[config.mk]
export PLATFORM = sky130hd
export DESIGN_NAME = uart_rx_frame_parser
export DESIGN_NICKNAME = d
export VERILOG_FILES = /design/src/rtl/uart_frame_defs_pkg.sv /design/src/rtl/uart_frame_buf.sv /design/src/rtl/uart_rx_frame_parser.sv
export SDC_FILE = /design/constraint.sdc
export NUM_CORES = 1
export LEC_CHECK = 0
export ABC_AREA = 1
export BUFFER_PORTS_ARGS = -buffer_cell sky130_fd_sc_hd__buf_2
export CAP_MARGIN = 5
export CORE_MARGIN = 2
export CORE_UTILIZATION = 45
export CTS_CLUSTER_DIAMETER = 50
export DETAILED_ROUTE_END_ITERATION = 6
export PLACE_DENSITY = 0.66
export SYNTH_ARGS = -nofsm -noshare
export SYNTH_HDL_FRONTEND = slang
export SYNTH_SLANG_ARGS = --single-unit
export TNS_END_PERCENT = 100
[constraint.sdc]
create_clock -name clk -period 2.19 [get_ports clk]
set_input_delay 0.438 -clock clk [delete_from_list [all_inputs] [get_ports clk]]
set_output_delay 0.438 -clock clk [all_outputs]
set_load 0.01 [all_outputs]
[src/rtl/uart_frame_defs_pkg.sv]
// Shared definitions for the UART frame parser: SOF default, FSM state encoding,
// checksum width, statistics counter width and the checksum accumulate helper.
package uart_frame_defs;

    localparam logic [7:0] SOF_DEFAULT = 8'h55;
    localparam int         BYTE_W      = 8;
    localparam int         CSUM_W      = 8;
    localparam int         ERR_CNT_W   = 16;

    typedef enum logic [2:0] {
        ST_IDLE    = 3'd0,
        ST_LEN     = 3'd1,
        ST_PAYLOAD = 3'd2,
        ST_CSUM    = 3'd3,
        ST_DRAIN   = 3'd4
    } state_t;

    function automatic logic [CSUM_W-1:0] csum_add(input logic [CSUM_W-1:0] acc,
                                                   input logic [BYTE_W-1:0] b);
        return acc + CSUM_W'(b);
    endfunction

endpackage

[src/rtl/uart_frame_buf.sv]
// Payload buffer: DEPTH x byte RAM, synchronous write, registered read that holds
// its output until the next read enable.
module uart_frame_buf
    import uart_frame_defs::*;
#(
    parameter int DEPTH = 16,
    parameter int AW    = 4
) (
    input  logic              clk,
    input  logic              rst,
    input  logic              i_wr_en,
    input  logic [AW-1:0]     i_wr_addr,
    input  logic [BYTE_W-1:0] i_wr_data,
    input  logic              i_rd_en,
    input  logic [AW-1:0]     i_rd_addr,
    output logic [BYTE_W-1:0] o_rd_data
);

    logic [BYTE_W-1:0] r_mem [0:DEPTH-1];
    logic [BYTE_W-1:0] r_rd_data;

    always_ff @(posedge clk) begin
        if (i_wr_en) begin
            r_mem[i_wr_addr] <= i_wr_data;
        end
    end

    // The read register drives out_data directly, so it is cleared with the parser.
    always_ff @(posedge clk) begin
        if (rst) begin
            r_rd_data <= '0;
        end else if (i_rd_en) begin
            r_rd_data <= r_mem[i_rd_addr];
        end
    end

    assign o_rd_data = r_rd_data;

endmodule

[src/rtl/uart_rx_frame_parser.sv]
// Assembles SOF|LEN|PAYLOAD|CSUM frames from UART byte strobes and replays verified payloads
// on a valid/ready stream. Optional UART_FRAME_STATS_EN adds the saturating err_cnt output.
module uart_rx_frame_parser
    import uart_frame_defs::*;
#(
    parameter logic [7:0] SOF_BYTE    = SOF_DEFAULT,
    parameter int         MAX_LEN     = 16,
    parameter int         TIMEOUT_CYC = 50000
) (
    input  logic       clk,
    input  logic       rst,
    input  logic [7:0] rx_data,
    input  logic       rx_done,
    output logic [7:0] out_data,
    output logic       out_valid,
    input  logic       out_ready,
    output logic       out_last,
    output logic [7:0] frame_len,
`ifdef UART_FRAME_STATS_EN
    output logic [ERR_CNT_W-1:0] err_cnt,
`endif
    output logic       busy,
    output logic       crc_err,
    output logic       len_err,
    output logic       tmo_err,
    output logic       ovf_err
);

    localparam int            AW        = (MAX_LEN > 1) ? $clog2(MAX_LEN) : 1;
    localparam int            TW        = $clog2(TIMEOUT_CYC + 1);
    localparam logic [7:0]    MAX_LEN_B = 8'(MAX_LEN);
    localparam logic [TW-1:0] TMO_LAST  = TW'(TIMEOUT_CYC - 1);

    state_t            r_state, w_next;
    logic [7:0]        r_len, r_idx, r_rd_idx;
    logic [CSUM_W-1:0] r_sum;
    logic [TW-1:0]     r_timer;
    logic              r_out_last;
    logic              r_crc_err, r_len_err, r_tmo_err, r_ovf_err;

    logic              w_in_frame, w_expire, w_len_bad, w_sum_ok;
    logic              w_pay_last, w_last_beat, w_accept;
    logic              w_wr_en, w_rd_en;
    logic [AW-1:0]     w_rd_addr;
    logic [7:0]        w_rd_data;
    logic              w_crc, w_len, w_tmo, w_ovf;

    assign w_in_frame  = r_state inside {ST_LEN, ST_PAYLOAD, ST_CSUM};
    assign w_expire    = w_in_frame && !rx_done && (r_timer == TMO_LAST);
    assign w_len_bad   = (rx_data == 8'd0) || (rx_data > MAX_LEN_B);
    assign w_sum_ok    = (csum_add(r_sum, rx_data) == '0);
    assign w_pay_last  = (r_idx == r_len - 8'd1);
    assign w_last_beat = (r_rd_idx == r_len - 8'd1);
    assign w_accept    = (r_state == ST_DRAIN) && out_ready;

    always_ff @(posedge clk) begin
        if (rst) begin
            r_state <= ST_IDLE;
        end else begin
            r_state <= w_next;
        end
    end

    always_comb begin
        w_next = r_state;
        case (r_state)
            ST_IDLE:    if (rx_done && rx_data == SOF_BYTE) w_next = ST_LEN;
            ST_LEN:     if (rx_done) w_next = w_len_bad ? ST_IDLE : ST_PAYLOAD;
                        else if (w_expire) w_next = ST_IDLE;
            ST_PAYLOAD: if (rx_done && w_pay_last) w_next = ST_CSUM;
                        else if (w_expire) w_next = ST_IDLE;
            ST_CSUM:    if (rx_done) w_next = w_sum_ok ? ST_DRAIN : ST_IDLE;
                        else if (w_expire) w_next = ST_IDLE;
            ST_DRAIN:   if (w_accept && w_last_beat) w_next = ST_IDLE;
            default:    w_next = ST_IDLE;
        endcase
    end

    // Buffer fetch-ahead: byte 0 is read on the good CSUM strobe, byte n+1 on acceptance of byte n.
    always_comb begin
        w_wr_en   = 1'b0;
        w_rd_en   = 1'b0;
        w_rd_addr = '0;
        w_crc     = 1'b0;
        w_len     = 1'b0;
        w_tmo     = 1'b0;
        w_ovf     = 1'b0;
        case (r_state)
            ST_LEN: begin
                w_len = rx_done && w_len_bad;
                w_tmo = w_expire;
            end
            ST_PAYLOAD: begin
                w_wr_en = rx_done;
                w_tmo   = w_expire;
            end
            ST_CSUM: begin
                w_crc   = rx_done && !w_sum_ok;
                w_rd_en = rx_done && w_sum_ok;
                w_tmo   = w_expire;
            end
            ST_DRAIN: begin
                w_ovf     = rx_done;
                w_rd_en   = out_ready && !w_last_beat;
                w_rd_addr = AW'(r_rd_idx + 8'd1);
            end
            default: ;
        endcase
    end

    always_ff @(posedge clk) begin
        if (rst) begin
            r_timer    <= '0;
            r_len      <= '0;
            r_idx      <= '0;
            r_sum      <= '0;
            r_rd_idx   <= '0;
            r_out_last <= 1'b0;
            r_crc_err  <= 1'b0;
            r_len_err  <= 1'b0;
            r_tmo_err  <= 1'b0;
            r_ovf_err  <= 1'b0;
        end else begin
            r_crc_err <= w_crc;
            r_len_err <= w_len;
            r_tmo_err <= w_tmo;
            r_ovf_err <= w_ovf;
            if (rx_done || !w_in_frame) begin
                r_timer <= '0;
            end else begin
                r_timer <= r_timer + TW'(1);
            end
            if (r_state == ST_LEN && rx_done && !w_len_bad) begin
                r_len <= rx_data;
                r_sum <= CSUM_W'(rx_data);
                r_idx <= '0;
            end
            if (w_wr_en) begin
                r_sum <= csum_add(r_sum, rx_data);
                r_idx <= r_idx + 8'd1;
            end
            if (w_rd_en) begin
                if (r_state == ST_CSUM) begin
                    r_rd_idx   <= '0;
                    r_out_last <= (r_len == 8'd1);
                end else begin
                    r_rd_idx   <= r_rd_idx + 8'd1;
                    r_out_last <= (r_rd_idx + 8'd2 == r_len);
                end
            end else if (w_accept) begin
                r_out_last <= 1'b0;
            end
        end
    end

    uart_frame_buf #(
        .DEPTH (MAX_LEN),
        .AW    (AW)
    ) u_buf (
        .clk       (clk),
        .rst       (rst),
        .i_wr_en   (w_wr_en),
        .i_wr_addr (r_idx[AW-1:0]),
        .i_wr_data (rx_data),
        .i_rd_en   (w_rd_en),
        .i_rd_addr (w_rd_addr),
        .o_rd_data (w_rd_data)
    );

`ifdef UART_FRAME_STATS_EN
    logic [ERR_CNT_W-1:0] r_err_cnt;

    always_ff @(posedge clk) begin
        if (rst) begin
            r_err_cnt <= '0;
        end else if ((w_crc || w_len || w_tmo || w_ovf) && r_err_cnt != '1) begin
            r_err_cnt <= r_err_cnt + ERR_CNT_W'(1);
        end
    end

    assign err_cnt = r_err_cnt;
`endif

    assign out_data  = w_rd_data;
    assign out_valid = (r_state == ST_DRAIN);
    assign out_last  = r_out_last;
    assign frame_len = r_len;
    assign busy      = (r_state != ST_IDLE);
    assign crc_err   = r_crc_err;
    assign len_err   = r_len_err;
    assign tmo_err   = r_tmo_err;
    assign ovf_err   = r_ovf_err;

endmodule

# After elaboration in Yosys (flattened, before gate mapping)
# Memories as Yosys holds them, arrays and structs flattened. A register that Yosys moved wholly into a read port is not among the register bits.
# Cells that the tools add are included.
[classes]
add_sub_neg = 6
multipliers = 0
n_div = 0
n_lt_le_gt_ge = 1
n_eq_ne = 12
shift = 0
n_mux = 22
bitwise = 4
n_reduce_logical = 33
[ops]
columns = ["op", "n"]
rows = [
  ["2-to-1 mux 8 bit", 5],
  ["== test 8 bit", 3],
  ["2-to-1 mux 3 bit", 7],
  ["adder 16 x 1 -> 16 bit, second input constant", 1],
  ["adder 8 x 1 -> 8 bit, second input constant", 2],
  ["== test 16 bit, second input constant", 1],
  ["zero test 8 bit", 2],
  ["case mux 3 bit (5 select lines)", 1],
  ["logical AND 1 bit", 12],
  ["OR reduction 2 bit", 5],
  ["adder 8 x 2 -> 8 bit, second input constant", 1],
  ["adder 8 bit", 1],
  ["== test 8 x 1 -> 1 bit, second input constant", 1],
  ["== test 8 x 7 -> 1 bit, second input constant", 1],
  ["> comparator 8 x 5 -> 1 bit, second input constant", 1],
  ["subtractor 8 x 1 -> 8 bit, second input constant", 1],
  ["== test 3 x 2 -> 1 bit, second input constant", 2],
  ["2-to-1 mux 1 bit", 6],
  ["nonzero test 3 bit", 2],
  ["zero test 1 bit", 5],
  ["2-to-1 mux 4 bit", 1],
  ["inverter 1 bit", 4],
  ["nonzero test 2 bit", 2],
  ["== test 3 x 1 -> 1 bit, second input constant", 1],
  ["9 further kinds", 10],
]
[word_totals]
regBits = 56
latch_bits = 0
ramBits = 128
romBits = 0
inputBits = 12
output_inout_bits = 23
word_cells = 90
memories = 1
[memory_table]
columns = ["name", "depth", "width", "rd", "rd_ports_with_merged_regs", "wr", "line", "source"]
rows = [
  ["u_buf.r_mem", 16, 8, 1, 1, 1, "uart_frame_buf.sv:19", "logic [BYTE_W-1:0] r_mem [0:DEPTH-1];"],
]

# Longest topological paths before layout
# Gate-level depths: netlist (run 1).
[logic_depth]
word_depth = 7
ltp_mapped = 15
ltp_nobuf = 15

# Hierarchy
# Synthesis (run 1) repeated with hierarchy kept, for this count alone.
[unflattened]
cells_unflattened = 1077
hier_area_um2 = 9272.6
[by_module_without_submodules]
columns = ["mod", "instances", "cells_each", "area_per_inst_um2", "seq_area_each_um2"]
rows = [
  ["uart_frame_buf", 1, 490, 5577.8, 4003.8],
  ["uart_rx_frame_parser", 1, 587, 3694.8, 1121.1],
]

# Least setup slack after synthesis (run 1)
# No wires, ideal clock.
[synth_timing]
path_type = "in2reg"
startpoint = "in rx_data[0]"
endpoint = "reg u_buf.r_rd_data[1] (netlist: u_buf.o_rd_data[1]), read port of u_buf.r_mem"
setup_ps = 112
arrival_ps = 2084
t_required_ps = 2078
slack_ps = -6
path_stages = 15
n_path_buf = 0
path_cell_list = "ha_1 inv_1 fa_1 inv_1 nand3_1 nand2_1 nand2_1 nand2_1 nand3_1 nor2_2 nand3_2 nand2_4 clkinv_2 nor2_1 nor2_1"
[synth_between]
elab_chain_cells = 4
[synth_rtl]
columns = ["item", "line", "source"]
rows = [
  ["start, declared", "uart_rx_frame_parser.sv:12", "input logic [7:0] rx_data,"],
  ["adder 8 bit", "uart_frame_defs_pkg.sv:20", "return acc + CSUM_W'(b);"],
  ["zero test 8 bit", "uart_rx_frame_parser.sv:51", "assign w_sum_ok = (csum_add(r_sum, rx_data) == '0);"],
  ["logical AND 1 bit", "uart_rx_frame_parser.sv:99", "w_rd_en = rx_done && w_sum_ok;"],
  ["case mux 1 bit (2 select lines)", "uart_rx_frame_parser.sv:88", "case (r_state)"],
  ["end, declared", "uart_frame_buf.sv:20", "logic [BYTE_W-1:0] r_rd_data;"],
]
# Every way passes these cells.
# A chain may end at the register's enable or synchronous reset.

# Worst setup path after layout (run 1)
[layout_timing]
startpoint = "reg r_sum[0]"
endpoint = "reg r_out_last (netlist: out_last)"
[layout_between]
elab_chain_cells = 5
word_cells_on_any_way = 6
cone_classes = "add/sub: 1; mux: 2; reduce/logical: 3"
[layout_rtl]
columns = ["item", "line", "source"]
rows = [
  ["start, declared", "uart_rx_frame_parser.sv:36", "logic [CSUM_W-1:0] r_sum;"],
  ["start signal, assigned", "uart_rx_frame_parser.sv:135", "r_sum <= CSUM_W'(rx_data);"],
  ["start signal, assigned", "uart_rx_frame_parser.sv:139", "r_sum <= csum_add(r_sum, rx_data);"],
  ["adder 8 bit (*)", "uart_frame_defs_pkg.sv:20", ""],
  ["zero test 8 bit (*)", "uart_rx_frame_parser.sv:51", ""],
  ["logical AND 1 bit (*)", "uart_rx_frame_parser.sv:99", ""],
  ["case mux 1 bit (2 select lines) (*)", "uart_rx_frame_parser.sv:88", ""],
  ["2-to-1 mux 1 bit / nonzero test 2 bit (equally long branches)", "-", ""],
  ["end signal, assigned", "uart_rx_frame_parser.sv:145", "r_out_last <= (r_len == 8'd1);"],
  ["end signal, assigned", "uart_rx_frame_parser.sv:148", "r_out_last <= (r_rd_idx + 8'd2 == r_len);"],
  ["end, declared", "uart_rx_frame_parser.sv:38", "logic r_out_last;"],
]
# Mark *: on every way between the ends. The rest lies on a longest branch, timed or not.

==> impl_metrics.tcl, run 1 <==
set metrics [dict create \
    outcome "finished clean" \
    viasPerCell 5.26 \
    n_antenna_cell 0 \
    worst_slew_pin_slew_ns 0.498 \
    netlist.top_cell.by_area "edfxtp_1" \
    final_cell_mix "nand2_1, nor2_1, edfxtp_1" \
    first_iter_violations 611 \
    final-seq-area_mm2 0.00513 \
    ys_types 42 \
    finalSetupViolCount 0 \
    min_path_cells 3 \
    cts_tree "done" \
    maxSlewViolCount 0 \
    die_w_um 147 \
    cpMaxStageDelayCell "fa_2" \
    port-buffer-count 34 \
    avgSynthCellArea_um2 9.03 \
    grt_max_degree 40 \
    antenna_found_initial 1 \
    synth_top_area_frac 0.420 \
    cts_buffer_depth 2 \
    worstPathArrival_ns 2.50 \
    core_area_mm2 0.0201 \
    cts-root-buf "clkbuf_16" \
    top_layer "met4" \
    hpwl_um 16900 \
    rows 52 \
    path_cells "ha_4 > inv_2 > fa_2 > inv_2 > nor3_4 > nand3_2 > nor2_4 > nand3_4 > nand2_4 > buf_12 > nand2_2 > nand2_2 > nor2_2" \
    ys_seq_elements 192 \
    layout_commonest_cell "nand2_1" \
    setup_ws_ns 0.0198 \
    pwr-share-comb 0.024 \
    wl_met3_um 1330 \
    h-tree-depth 4 \
    rsz0062_at_grt "true" \
    grt_pass1_vias 6966 \
    wl_met1_um 10200 \
    numCtsBuffers 17 \
    max_freq_ghz 0.461 \
    worstPathRequired_ns 2.52 \
    crit_path_start_kind "register" \
    vdd_drop_max_v 0.000592 \
    intPower_uw 5530 \
    critical_path.top_delay_family "simple AND/OR/NAND/NOR gates" \
    hold_violations 0 \
    synthTopCellsByArea "edfxtp_1, dfxtp_1, nand2_1" \
    slowest_delay_ns 0.53 \
    instances_no_fill 1395 \
    hp-class "in -> reg" \
    wirelength_um 24200 \
    synth-edff-count 128 \
    sequentialPowerShare 0.538 \
    cts_hold_buf 0 \
    num_vias 7341 \
    worst_setup_path_end_kind "register" \
    power.share.clock 0.438 \
    drive_above_1_share 0.191 \
    finalClockSkew_ns 0.0117 \
    start_util 0.455 \
    crit_type "reg -> reg" \
    synth_seq_area_share 0.560 \
    multiInputGateArea_mm2 0.00363 \
    power.total_uw 7150 \
    cts.sinks 192 \
    syn_inst 1013 \
    p_leak_uw 0.00432 \
    gr-total-overflow 0 \
    met2_length_um 12100 \
    ioPinCount 35 \
    routedWlPerCell_um 17.4 \
    insertion_delay_ns 0.44 \
    path_max_fanout 6 \
    route.detailed.drc 0 \
    placed_cells 1358 \
    grt_usage 0.228 \
    synthFlopType "edfxtp_1" \
    powerDensity_mw_per_mm2 658 \
    dieArea_mm2 0.0215 \
    first_pass_iters 6 \
    grt_pass1_wl_um 37500 \
    relSlewSlack 0.667 \
    finalCritPeriodShare 0.991 \
    routabilityCongestion 0.849 \
    p_switching_uw 1620 \
    synthToLayoutAreaGrowth_pct 18.8 \
    fin_crit_ns 2.17 \
    fp.dieH_um 147 \
    place_ws_ns -0.271 \
    p_sw_frac 0.227 \
    path_clk_slew_ns 0.07 \
    syn-num-nets 1042 \
    fill_cells 1808 \
    synth_area_mm2 0.00915 \
    synthArstFlopShare 0 \
    drv_cap 0 \
    path_depth 13 \
    nets 1141 \
    ant_nets 0 \
    rr_worst_depth 13 \
    cp.buffers_inverters 3 \
    yosysWarnings 0 \
    fin_hold_ws_ns 0.375 \
]
[synthesized netlist by cell type, types with 5 or more instances]
library cell,instances
inv_1,71
nor2_1,145
buf_2,16
nand3b_1,12
nor2_4,5
nor2_2,7
ha_1,16
nand3_1,87
nand4_1,10
o21ai_0,45
inv_2,8
or2_2,12
clkbuf_1,13
nand2_1,228
a21oi_1,46
edfxtp_1,128
nand3_2,5
xor2_1,17
dfxtp_1,64
o211ai_1,19
xnor2_1,8
nor3_1,18
[registers in the layout (all words and copies together) (netlist names)]
name	flops
r_idx	8
r_timer	16
tmo_err	1
crc_err	1
ovf_err	1
r_sum	8
r_state	3
u_buf.r_mem	128
r_rd_idx	8
len_err	1
out_last	1
frame_len	8
u_buf.o_rd_data	8
[cell families after synthesis]
kind of cell	share of synthesized area
adders and majority gates	0.0241
and+or+nand+nor	0.264
buffers and inverters	0.0536
xor gates and xnor gates	0.0257
AOI/OAI and AO/OA	0.0721
DFF	0.560
[routing by layer]
layer	global-route usage	vias to the layer above
met2	0.385	232
met5	0	-
li1	-	3598
met1	0.295	3475
met3	0.0400	36
met4	0.0864	0
[stage by stage]
stage	instance area, um^2	utilization	TNS (ns)
3_5_place_dp	10100	0.503	-4.35
4_1_cts	10800	0.536	0
5_1_grt	10900	0.541	-0.457
2_1_floorplan	9160	-	0
3_3_place_gp	10100	0.503	-3.21
6_report	10900	0.541	0
[final cells by class]
cell class              count  share of cell area
well taps                 270              0.0311
multi-input cells         705               0.334
repair buffers            116              0.0792
inverters                  80              0.0281
clock buffers              18              0.0395
flip-flops and latches    192               0.472
clock inverters            14              0.0162
[power by group through the flow]
stage / combinational (uW) / sequential (uW) / clock (uW)
after floorplan: 45.4 / 3940 / 0
after global placement: 157 / 3940 / 0
after detailed placement: 159 / 3940 / 0
after CTS: 163 / 3850 / 3180
after global routing: 179 / 3850 / 3320
final: 168 / 3850 / 3140
[path summary, 6_finish.rpt]
path,from,end,slack [ns]
hold reg to reg,r_timer[0]$_SDFF_PP0_,r_timer[0]$_SDFF_PP0_,0.46
hold / removal,rx_done,len_err$_SDFF_PP0_,0.38
setup / recovery,r_sum[0]$_SDFFE_PP0P_,out_last$_SDFFE_PP0P_,0.02
setup reg to reg,r_sum[0]$_SDFFE_PP0P_,out_last$_SDFFE_PP0P_,0.02
[tightest hold or removal path, stage by stage]
cell	delay [ns]
buf_2	0.17
nand4_1	0.13
inv_1	0.04
[repair_timing]
item | 4_1_cts | 5_1_grt
pin swaps | 3 | 10
setup endpoints to repair | 18 | 18
buffers inserted | 0 | 5
gates resized for setup | 12 | 18
No activity file was read; power rests on OpenSTA's default activity.
==> run 2, diff against run 1 <==
Settings changed: REMOVE_ABC_BUFFERS set to 1.
==> run 2 against run 1 <==
Against the previous run:
- sequential share of layout area increased by 0.37 points
- non-clock buffer count decreased by 1
- worst setup slack improved by 0.024 ns
- register-to-register slack improved by 0.02 ns
- utilization decreased by 0.44 points
- clock-buffer cell count unchanged
- largest power group unchanged
==> impl_metrics.tcl, run 2 (synthesis results as in run 1) <==
set metrics [dict create \
    worst_slew_pin_slew_ns 0.568 \
    wirelength_um 22800 \
    first_pass_iters 5 \
    groute.layer.met3.usage 0.0384 \
    cp-endpoint "out_last$_SDFFE_PP0P_" \
    largestRegisters "u_buf.r_mem (128), r_timer (16)" \
    hp-class "in -> reg" \
    critical_path.top_delay_family "simple AND/OR/NAND/NOR gates" \
    synthToLayoutAreaGrowth_pct 17.9 \
    routedWlPerCell_um 16.4 \
    fin_hold_ws_ns 0.362 \
    finalCritPeriodShare 0.980 \
    viasPerCell 5.19 \
    rsz0062_at_grt "true" \
    drive_above_1_share 0.185 \
    r2r-start "r_sum[0]$_SDFFE_PP0P_" \
    grt_pass1_vias 6916 \
    worst_setup_path_end_kind "register" \
    insertion_delay_ns 0.44 \
    fin_crit_ns 2.15 \
    ioPinCount 35 \
    nets 1140 \
    fp.dieH_um 147 \
    cpMaxStageDelayCell "fa_2" \
    finalSetupViolCount 0 \
    numCtsBuffers 17 \
    vdd_drop_max_v 0.000539 \
    rows 52 \
    place_ws_ns -0.274 \
    crit_type "reg -> reg" \
    busiest_layer "met2" \
    largest_reg_flops 128 \
    dieArea_mm2 0.0215 \
    relSlewSlack 0.620 \
    routabilityCongestion 0.857 \
    drv_cap 0 \
    rrSetupSlack_ns 0.04 \
    instances_no_fill 1394 \
    hpwl_um 16100 \
    worstPathRequired_ns 2.52 \
    final_cell_mix "nand2_1, nor2_1, edfxtp_1" \
    cts-root-buf "clkbuf_16" \
    worstPathArrival_ns 2.47 \
    path_max_fanout 3 \
    start_util 0.455 \
    grt_max_degree 48 \
    p_leak_uw 0.00429 \
    startpoint "r_sum[0]$_SDFFE_PP0P_" \
    maxSlewViolCount 0 \
    powerDensity_mw_per_mm2 644 \
    slowest_delay_ns 0.53 \
    outcome "finished clean" \
    crit_path_start_kind "register" \
    met1_usage 0.284 \
    cp.buffers_inverters 3 \
    num_vias 7239 \
    core_area_mm2 0.0201 \
    n_antenna_cell 0 \
    grt_pass1_wl_um 36000 \
    finalClockSkew_ns 0.0131 \
    placed_cells 1360 \
    ant_nets 0 \
    setup_ws_ns 0.0438 \
    path_cells "ha_4 > inv_2 > fa_2 > inv_2 > nor3_2 > nand3_1 > nor2_2 > nand3_4 > nand2_4 > buf_4 > nand2_1 > nand2_1 > nor2_1" \
    layout_commonest_cell "nand2_1" \
    route.detailed.drc 0 \
    die_w_um 147 \
    antenna_found_initial 0 \
    r2r_end "out_last$_SDFFE_PP0P_" \
    path_depth 13 \
    gr-total-overflow 0 \
    met2_usage 0.369 \
    path_clk_slew_ns 0.07 \
    largest-register "u_buf.r_mem" \
    cts.sinks 192 \
    first_iter_violations 610 \
    cts_tree "done" \
    grt_usage 0.216 \
    cts_buffer_depth 2 \
    hold_violations 0 \
    rr_worst_depth 13 \
    port-buffer-count 34 \
    max_freq_ghz 0.466 \
    h-tree-depth 4 \
]
==> run 2: cell types whose count changed in the layout (fill, tap and decap cells not counted), moves of 2 or more <==
cell      previous run  this run
clkinv_4             4         0
inv_8                2         6
clkinv_8             4         1
nand2_1            224       227
nand2_2              7         4
a21oi_1             45        43
a21oi_2              1         3
clkinv_1             0         2
==> run 2: how the worst min path moves through the flow <==
| stage | startpoint | end | slack [ns] | cells past startpoint |
|---|---|---|---|---|
| floorplan | r_timer[0]$_SDFF_PP0_ | r_timer[0]$_SDFF_PP0_ | 0.42 | 1 |
| global placement | r_timer[0]$_SDFF_PP0_ | r_timer[0]$_SDFF_PP0_ | 0.43 | 1 |
| detailed placement | r_timer[0]$_SDFF_PP0_ | r_timer[0]$_SDFF_PP0_ | 0.45 | 1 |
| CTS | rst | r_state[1]$_SDFFE_PP0P_ | 0.35 | 2 |
| global route | rst | r_state[1]$_SDFFE_PP0P_ | 0.37 | 2 |
| finish | rst | r_state[1]$_SDFFE_PP0P_ | 0.36 | 2 |
==> run 2: layout make-up <==
type | count | area, um^2
tap | 270 | 338
inverter | 80 | 308
clock inverter | 14 | 123
timing repair buffer | 115 | 845
fill | 1772 | 9320
multi-input combinational | 705 | 3610
sequential | 192 | 5130
clock buffer | 18 | 429
==> run 2: per-layer routing <==
layer,part of all wire,up-vias
met2,0.49,187
met4,0.014,0
met1,0.45,3427
met5,0,-
li1,-,3597
met3,0.044,28
==> run 2: repair_timing <==
| item | 4_1_cts | 5_1_grt |
|---|---|---|
| setup buffers | 0 | 2 |
| gates resized for setup | 5 | 22 |
| endpoints found under the setup margin | 16 | 18 |
| hold buffers | 0 | 0 |
| pin swaps | 1 | 17 |
==> run 2: through the flow <==
step | area (um^2) | utilization | total power, uW | setup TNS (ns)
final | 10800 | 0.536 | 6940 | 0
after global routing | 10800 | 0.536 | 7120 | -0.546
after CTS | 10700 | 0.532 | 6970 | 0
after detailed placement | 10100 | 0.503 | 4090 | -4.08
after global placement | 10100 | 0.503 | 4090 | -3.32
after floorplan | 8960 | - | 3970 | -1.98
==> run 2: report_power, final <==
group,total [uW],switching [uW],internal [uW]
combinational,160,113,46.7
clock,2930,1440,1490
sequential,3850,0.126,3850
total,6940,1550,5390
